`config.mk`:
```
export PLATFORM = sky130hd
export DESIGN_NAME = fp_div_post_norm
export DESIGN_NICKNAME = d
export VERILOG_FILES = /design/src/rtl/fp_div_post_norm.sv
export SDC_FILE = /design/constraint.sdc
export NUM_CORES = 1
export LEC_CHECK = 0
export BUFFER_PORTS_ARGS = -buffer_cell sky130_fd_sc_hd__buf_2
export CAP_MARGIN = 30
export CORE_MARGIN = 5
export CORE_UTILIZATION = 60
export DETAILED_ROUTE_END_ITERATION = 10
export GPL_TIMING_DRIVEN = 0
export PLACE_DENSITY_LB_ADDON = 0.1
export SYNTH_ARGS = -nofsm -noshare
export SYNTH_HDL_FRONTEND = slang
export SYNTH_SLANG_ARGS = --single-unit
```
`constraint.sdc`:
```
create_clock -name clk -period 6.2 [get_ports clk]
set_clock_uncertainty 0.1 [all_clocks]
set_input_delay 1.24 -clock clk [delete_from_list [all_inputs] [get_ports clk]]
set_output_delay 1.24 -clock clk [all_outputs]
set_load 0.03 [all_outputs]
```
`src/rtl/fp_div_post_norm.sv`:
```
// rtl/fp_div_post_norm.sv - FP divider post stage: normalize, round-to-nearest-even, pack
// Four-state sequence IDLE -> NORM -> ROUND -> PACK; subnormal results flush to signed zero.
module fp_div_post_norm #(
  parameter int EXP  = 8,
  parameter int MANT = 23,
  parameter int QW   = MANT + 3
) (
  input  logic                  clk,
  input  logic                  rst,
  input  logic                  in_valid,
  input  logic                  in_sign,
  input  logic signed [EXP+1:0] in_exp,
  input  logic [QW-1:0]         in_q,
  input  logic [QW-1:0]         in_r,
  input  logic                  in_dbz,
  output logic                  busy,
  output logic                  out_valid,
  output logic [EXP+MANT:0]     out_result,
  output logic                  out_ovf,
  output logic                  out_unf,
  output logic                  out_inx,
  output logic                  out_dz
);

  localparam int EW = EXP + 2;
  localparam logic signed [EW-1:0] E_ONE  = EW'(1);
  localparam logic signed [EW-1:0] E_ZERO = '0;
  localparam logic signed [EW-1:0] E_MAX  = EW'((1 << EXP) - 1);

  typedef enum logic [1:0] {IDLE, NORM, ROUND, PACK} state_t;

  state_t               state_q;
  logic                 sign_q, dbz_q, r_nz_q;
  logic signed [EW-1:0] exp_q, e_q;
  logic [QW-1:0]        q_q;
  logic [MANT:0]        m_q;
  logic                 g_q, s_q, inx_q;
  logic                 busy_q, valid_q, ovf_q, unf_q, inx_o_q, dz_q;
  logic [EXP+MANT:0]    result_q;

  logic [MANT:0]        norm_m_d;
  logic                 norm_g_d, norm_s_d;
  logic signed [EW-1:0] norm_e_d;
  logic [MANT+1:0]      m_inc;
  logic [MANT:0]        round_m_d;
  logic signed [EW-1:0] round_e_d;
  logic                 round_inx_d;
  logic [EXP+MANT:0]    result_d;
  logic                 ovf_d, unf_d, inx_o_d, dz_d;

  // Quotient is in [2^(QW-2), 2^QW): at most one bit of left-normalization is needed.
  always_comb begin
    if (q_q[QW-1]) begin
      norm_m_d = q_q[QW-1:2];
      norm_g_d = q_q[1];
      norm_s_d = q_q[0] | r_nz_q;
      norm_e_d = exp_q;
    end else begin
      norm_m_d = q_q[QW-2:1];
      norm_g_d = q_q[0];
      norm_s_d = r_nz_q;
      norm_e_d = exp_q - E_ONE;
    end
  end

  always_comb begin
    m_inc       = {1'b0, m_q} + {{(MANT+1){1'b0}}, 1'b1};
    round_m_d   = m_q;
    round_e_d   = e_q;
    round_inx_d = g_q | s_q;
    if (g_q & (s_q | m_q[0])) begin
      if (m_inc[MANT+1]) begin
        round_m_d = {1'b1, {MANT{1'b0}}};
        round_e_d = e_q + E_ONE;
      end else begin
        round_m_d = m_inc[MANT:0];
      end
    end
  end

  always_comb begin
    result_d = '0;
    ovf_d    = 1'b0;
    unf_d    = 1'b0;
    inx_o_d  = 1'b0;
    dz_d     = 1'b0;
    if (dbz_q) begin
      result_d = {sign_q, {EXP{1'b1}}, {MANT{1'b0}}};
      dz_d     = 1'b1;
    end else if (e_q >= E_MAX) begin
      result_d = {sign_q, {EXP{1'b1}}, {MANT{1'b0}}};
      ovf_d    = 1'b1;
      inx_o_d  = 1'b1;
    end else if (e_q <= E_ZERO) begin
      result_d = {sign_q, {(EXP+MANT){1'b0}}};
      unf_d    = 1'b1;
      inx_o_d  = inx_q;
    end else begin
      result_d = {sign_q, e_q[EXP-1:0], m_q[MANT-1:0]};
      inx_o_d  = inx_q;
    end
  end

  always_ff @(posedge clk) begin
    if (rst) begin
      state_q  <= IDLE;
      busy_q   <= 1'b0;
      valid_q  <= 1'b0;
      result_q <= '0;
      ovf_q    <= 1'b0;
      unf_q    <= 1'b0;
      inx_o_q  <= 1'b0;
      dz_q     <= 1'b0;
      sign_q   <= 1'b0;
      dbz_q    <= 1'b0;
      r_nz_q   <= 1'b0;
      exp_q    <= '0;
      q_q      <= '0;
      e_q      <= '0;
      m_q      <= '0;
      g_q      <= 1'b0;
      s_q      <= 1'b0;
      inx_q    <= 1'b0;
    end else begin
      valid_q <= 1'b0;
      case (state_q)
        IDLE: begin
          if (in_valid) begin
            sign_q  <= in_sign;
            dbz_q   <= in_dbz;
            exp_q   <= in_exp;
            q_q     <= in_q;
            r_nz_q  <= |in_r;
            busy_q  <= 1'b1;
            state_q <= NORM;
          end
        end
        NORM: begin
          m_q     <= norm_m_d;
          g_q     <= norm_g_d;
          s_q     <= norm_s_d;
          e_q     <= norm_e_d;
          state_q <= ROUND;
        end
        ROUND: begin
          m_q     <= round_m_d;
          e_q     <= round_e_d;
          inx_q   <= round_inx_d;
          state_q <= PACK;
        end
        PACK: begin
          result_q <= result_d;
          ovf_q    <= ovf_d;
          unf_q    <= unf_d;
          inx_o_q  <= inx_o_d;
          dz_q     <= dz_d;
          valid_q  <= 1'b1;
          busy_q   <= 1'b0;
          state_q  <= IDLE;
        end
        default: state_q <= IDLE;
      endcase
    end
  end

  assign busy       = busy_q;
  assign out_valid  = valid_q;
  assign out_result = result_q;
  assign out_ovf    = ovf_q;
  assign out_unf    = unf_q;
  assign out_inx    = inx_o_q;
  assign out_dz     = dz_q;

endmodule
```
==> qor.yml <==
placed_area_um2: 6501
status: "complete, no violations"
dp_hpwl_um: 13010
hold_start: "sign_q$_SDFFE_PP0P_"
yosys.area.top_type_share_pct: 39.91
detail-route-antenna-nets: 0
critical_path_class: "reg -> reg"
drive_gt1_share_pct: 19.32
max_slew_margin_pct: 52.25
syn_to_final_growth_pct: 22.04
first_iter_violations: 644
die_w_um: 108.5
use_met1_pct: 42.15
synth_top_family_by_area: "simple AND/OR/NAND/NOR gates"
cts_buffer_depth: 2
fin_nets: 916
dr_total_vias: 5905
initial_core_util_pct: 60.65
path_buf_inv: 3
rows: 36
grt_use_met3_pct: 7.343
critical_path.most_common_cell: "clkbuf_1"
setup_violations: 0
routed_wl_um: 17970
post_cts_resized: 0
synth_top_flop_cell: "dfxtp_1"
cts_root_buf: "clkbuf_8"
hold_buffers: 0
r2r_end: "m_q[12]$_SDFFE_PP0P_"
grt_pass1_vias: 5711
track_usage_pct: 31.91
synthXorXnorAreaFrac_pct: 1.355
period_needed_ns: 2.721
clock_sinks: 116
cp_max_fo: 10
io_pins: 105
yosysWarnings: 0
avgSynthCellArea_um2: 8.094
htree_levels: 4
max_freq_ghz: 0.3675
grt_pass1_wl_um: 28920
vias_per_cell: 5.983
ys_ff_latch: 116
endpoint_kind: "register"
synthSimpleGateAreaFrac_pct: 27.52
grt-busiest-layer: "met2"
yosysUniqueCellTypes: 64
place_inst: 955
core_area_um2: 9594
design_area_um2: 7102
period_share_pct: 43.89
ys_top_cells_by_area: "dfxtp_1, a21oi_1, nand2_1, mux2i_1, nor2_1"
required_ns: 6.48
syn-cell-area_um2: 5819
gp_congestion: 0.9538
die_h_um: 108.5
fin_cells: 987
holdPathEnd: "sign_q$_SDFFE_PP0P_"
gr-usage-met2_pct: 50.26
grt_max_degree: 17
drc: 0
antenna_found_initial: 0
syn_inst: 719
synthMuxAreaShare_pct: 6.579
cp_slowest_cell: "clkbuf_1"
firstDrtPassIters: 6
crit_chain: "inv_1, ha_1, clkbuf_1, nor2b_1, nor2_1, clkbuf_1, nor4_1, a31oi_1, a21oi_1"
synth_fa_ha_area_share_pct: 1.720
max_stage_delay_ns: 0.50
post_cts_buffers: 0
worstRegToRegCells: 9
synth_compound_area_share_pct: 18.51
holdWs_ns: 0.3576
finalHoldViolations: 0
die-area_um2: 11770
async_reset_ff_share_pct: 0
cap_violations: 0
synth_top_area_cell: "dfxtp_1"
powerDensity_nw_per_um2: 436.8
r2r-start: "state_q[0]$_SDFFE_PP0P_"
cts_tree: "yes"
tns_ns: 0
diodes: 0
grt-ovfl-total: 0
worstPathArrival_ns: 3.01
drv_slew: 0
port_buffers: 103
max_slew.worst_pin.slew_ns: 0.7162
holdPathStages: 2
peakVddDrop_mv: 0.2940
wire_per_inst_um: 18.21
synth_nets: 794
crit_family: "buffers and inverters"
synth_edf_count: 0
cts_made_buffers: 17
clock_latency_ns: 0.54
clk_transition_reported_paths_ns: 0.06
n_fill_cell: 757
p_leak_nw: 2.905
hp-class: "reg -> reg"
reg2reg_setup_slack_ns: 3.48
start_kind: "register"
yosysSeqAreaShare_pct: 39.91
rsz0062_at_grt: "no"
## worst max path at each step
stage,startpoint,end,cells after the start
2_1_floorplan,rst,out_result[1]$_SDFFE_PP0P_,4
3_3_place_gp,rst,m_q[10]$_SDFFE_PP0P_,4
3_5_place_dp,rst,out_ovf$_SDFFE_PP0P_,4
4_1_cts,state_q[0]$_SDFFE_PP0P_,m_q[21]$_SDFFE_PP0P_,7
5_1_grt,state_q[0]$_SDFFE_PP0P_,m_q[12]$_SDFFE_PP0P_,8
6_report,state_q[0]$_SDFFE_PP0P_,m_q[12]$_SDFFE_PP0P_,9
## power breakdown
| part | switching, mW | internal [mW] | leakage [nW] | total (mW) |
|---|---|---|---|---|
| logic | 0.710 | 0.361 | 1.68 | 1.07 |
| registers | 0.154 | 0.888 | 0.944 | 1.04 |
| clock network | 0.357 | 0.632 | 0.279 | 0.990 |
| total | 1.22 | 1.88 | 2.90 | 3.10 |
## state kept, by name (all words and copies together), names as in the netlist
register / count
m_q: 24
inx_q: 1
out_unf: 1
state_q: 2
e_q: 10
g_q: 1
exp_q: 10
out_dz: 1
s_q: 1
out_valid: 1
dbz_q: 1
busy: 1
sign_q: 1
out_result: 32
r_nz_q: 1
q_q: 26
out_ovf: 1
out_inx: 1
## layer usage
metal / share of wire [%] / vias to the layer above
met2: 45 / 287
met1: 43 / 2740
li1: - / 2823
met3: 8.2 / 55
met5: 0 / -
met4: 3.0 / 0
## cells by family after synthesis
| logic type | after synthesis |
|---|---|
| compound gates | 176 |
| flops | 116 |
| buf+inv | 63 |
| fa+ha+maj | 8 |
| xor+xnor | 9 |
| simple gates | 309 |
| mux | 38 |
## Yosys cell counts (4+ instances only)
library cell  count
dfxtp_1         116
nand2_1         106
a21oi_1          99
nor2_1           64
clkbuf_1         37
mux2i_1          36
nor2b_1          27
nor3_1           22
nand3_1          19
a211oi_1         18
nor4_1           12
o21ai_0          12
inv_1            11
a31oi_1           9
and3_1            9
ha_1              8
nand4_1           7
o22ai_1           7
or4_1             7
buf_2             6
nand2b_1          6
o22a_1            6
xnor2_1           6
clkbuf_2          4
o31ai_1           4
## area by class of cell
type                       instances  area (um^2)  share of cell area [%]
buffer                            51        211.5                   2.977
timing repair buffer             103        515.5                   7.259
multi-input combinational        540         3241                   45.63
clock inverter                    12        155.1                   2.185
clock buffer                      20        445.4                   6.272
tap                              133        166.4                   2.343
inverter                          12        45.04                  0.6342
sequential                       116         2322                   32.70
## tightest hold or removal path: stages, from the launching register on
cell,delay (ns)
dfxtp_1,0.31
nand2_1,0.05
a21oi_1,0.05
## placed cells by master, fill, tap and decap left out, types with 8 or more instances in the layout
cell type and count:
nor2b_1 27, a211oi_1 18, a31oi_1 9, nand3_1 19, clkbuf_16 16, nor2_1 64, nor4_1 12, buf_2 109
inv_1 11, dfxtp_1 116, mux2i_1 36, nor3_1 22, o21ai_0 12, clkbuf_1 38, a21oi_1 99, nand2_1 106
and3_1 9, ha_1 8
## through the flow
| stage | utilization [%] | power, mW | setup slack, ns |
|---|---|---|---|
| after detailed placement | 67.76 | 2.078 | 3.217 |
| after global placement | 67.76 | 2.037 | 3.266 |
| after floorplan | - | 1.747 | 3.867 |
| final | 74.02 | 3.102 | 3.479 |
| after global routing | 74.02 | 3.253 | 3.391 |
| after CTS | 74.02 | 3.068 | 3.591 |
No activity file was read; power rests on OpenSTA's default activity.
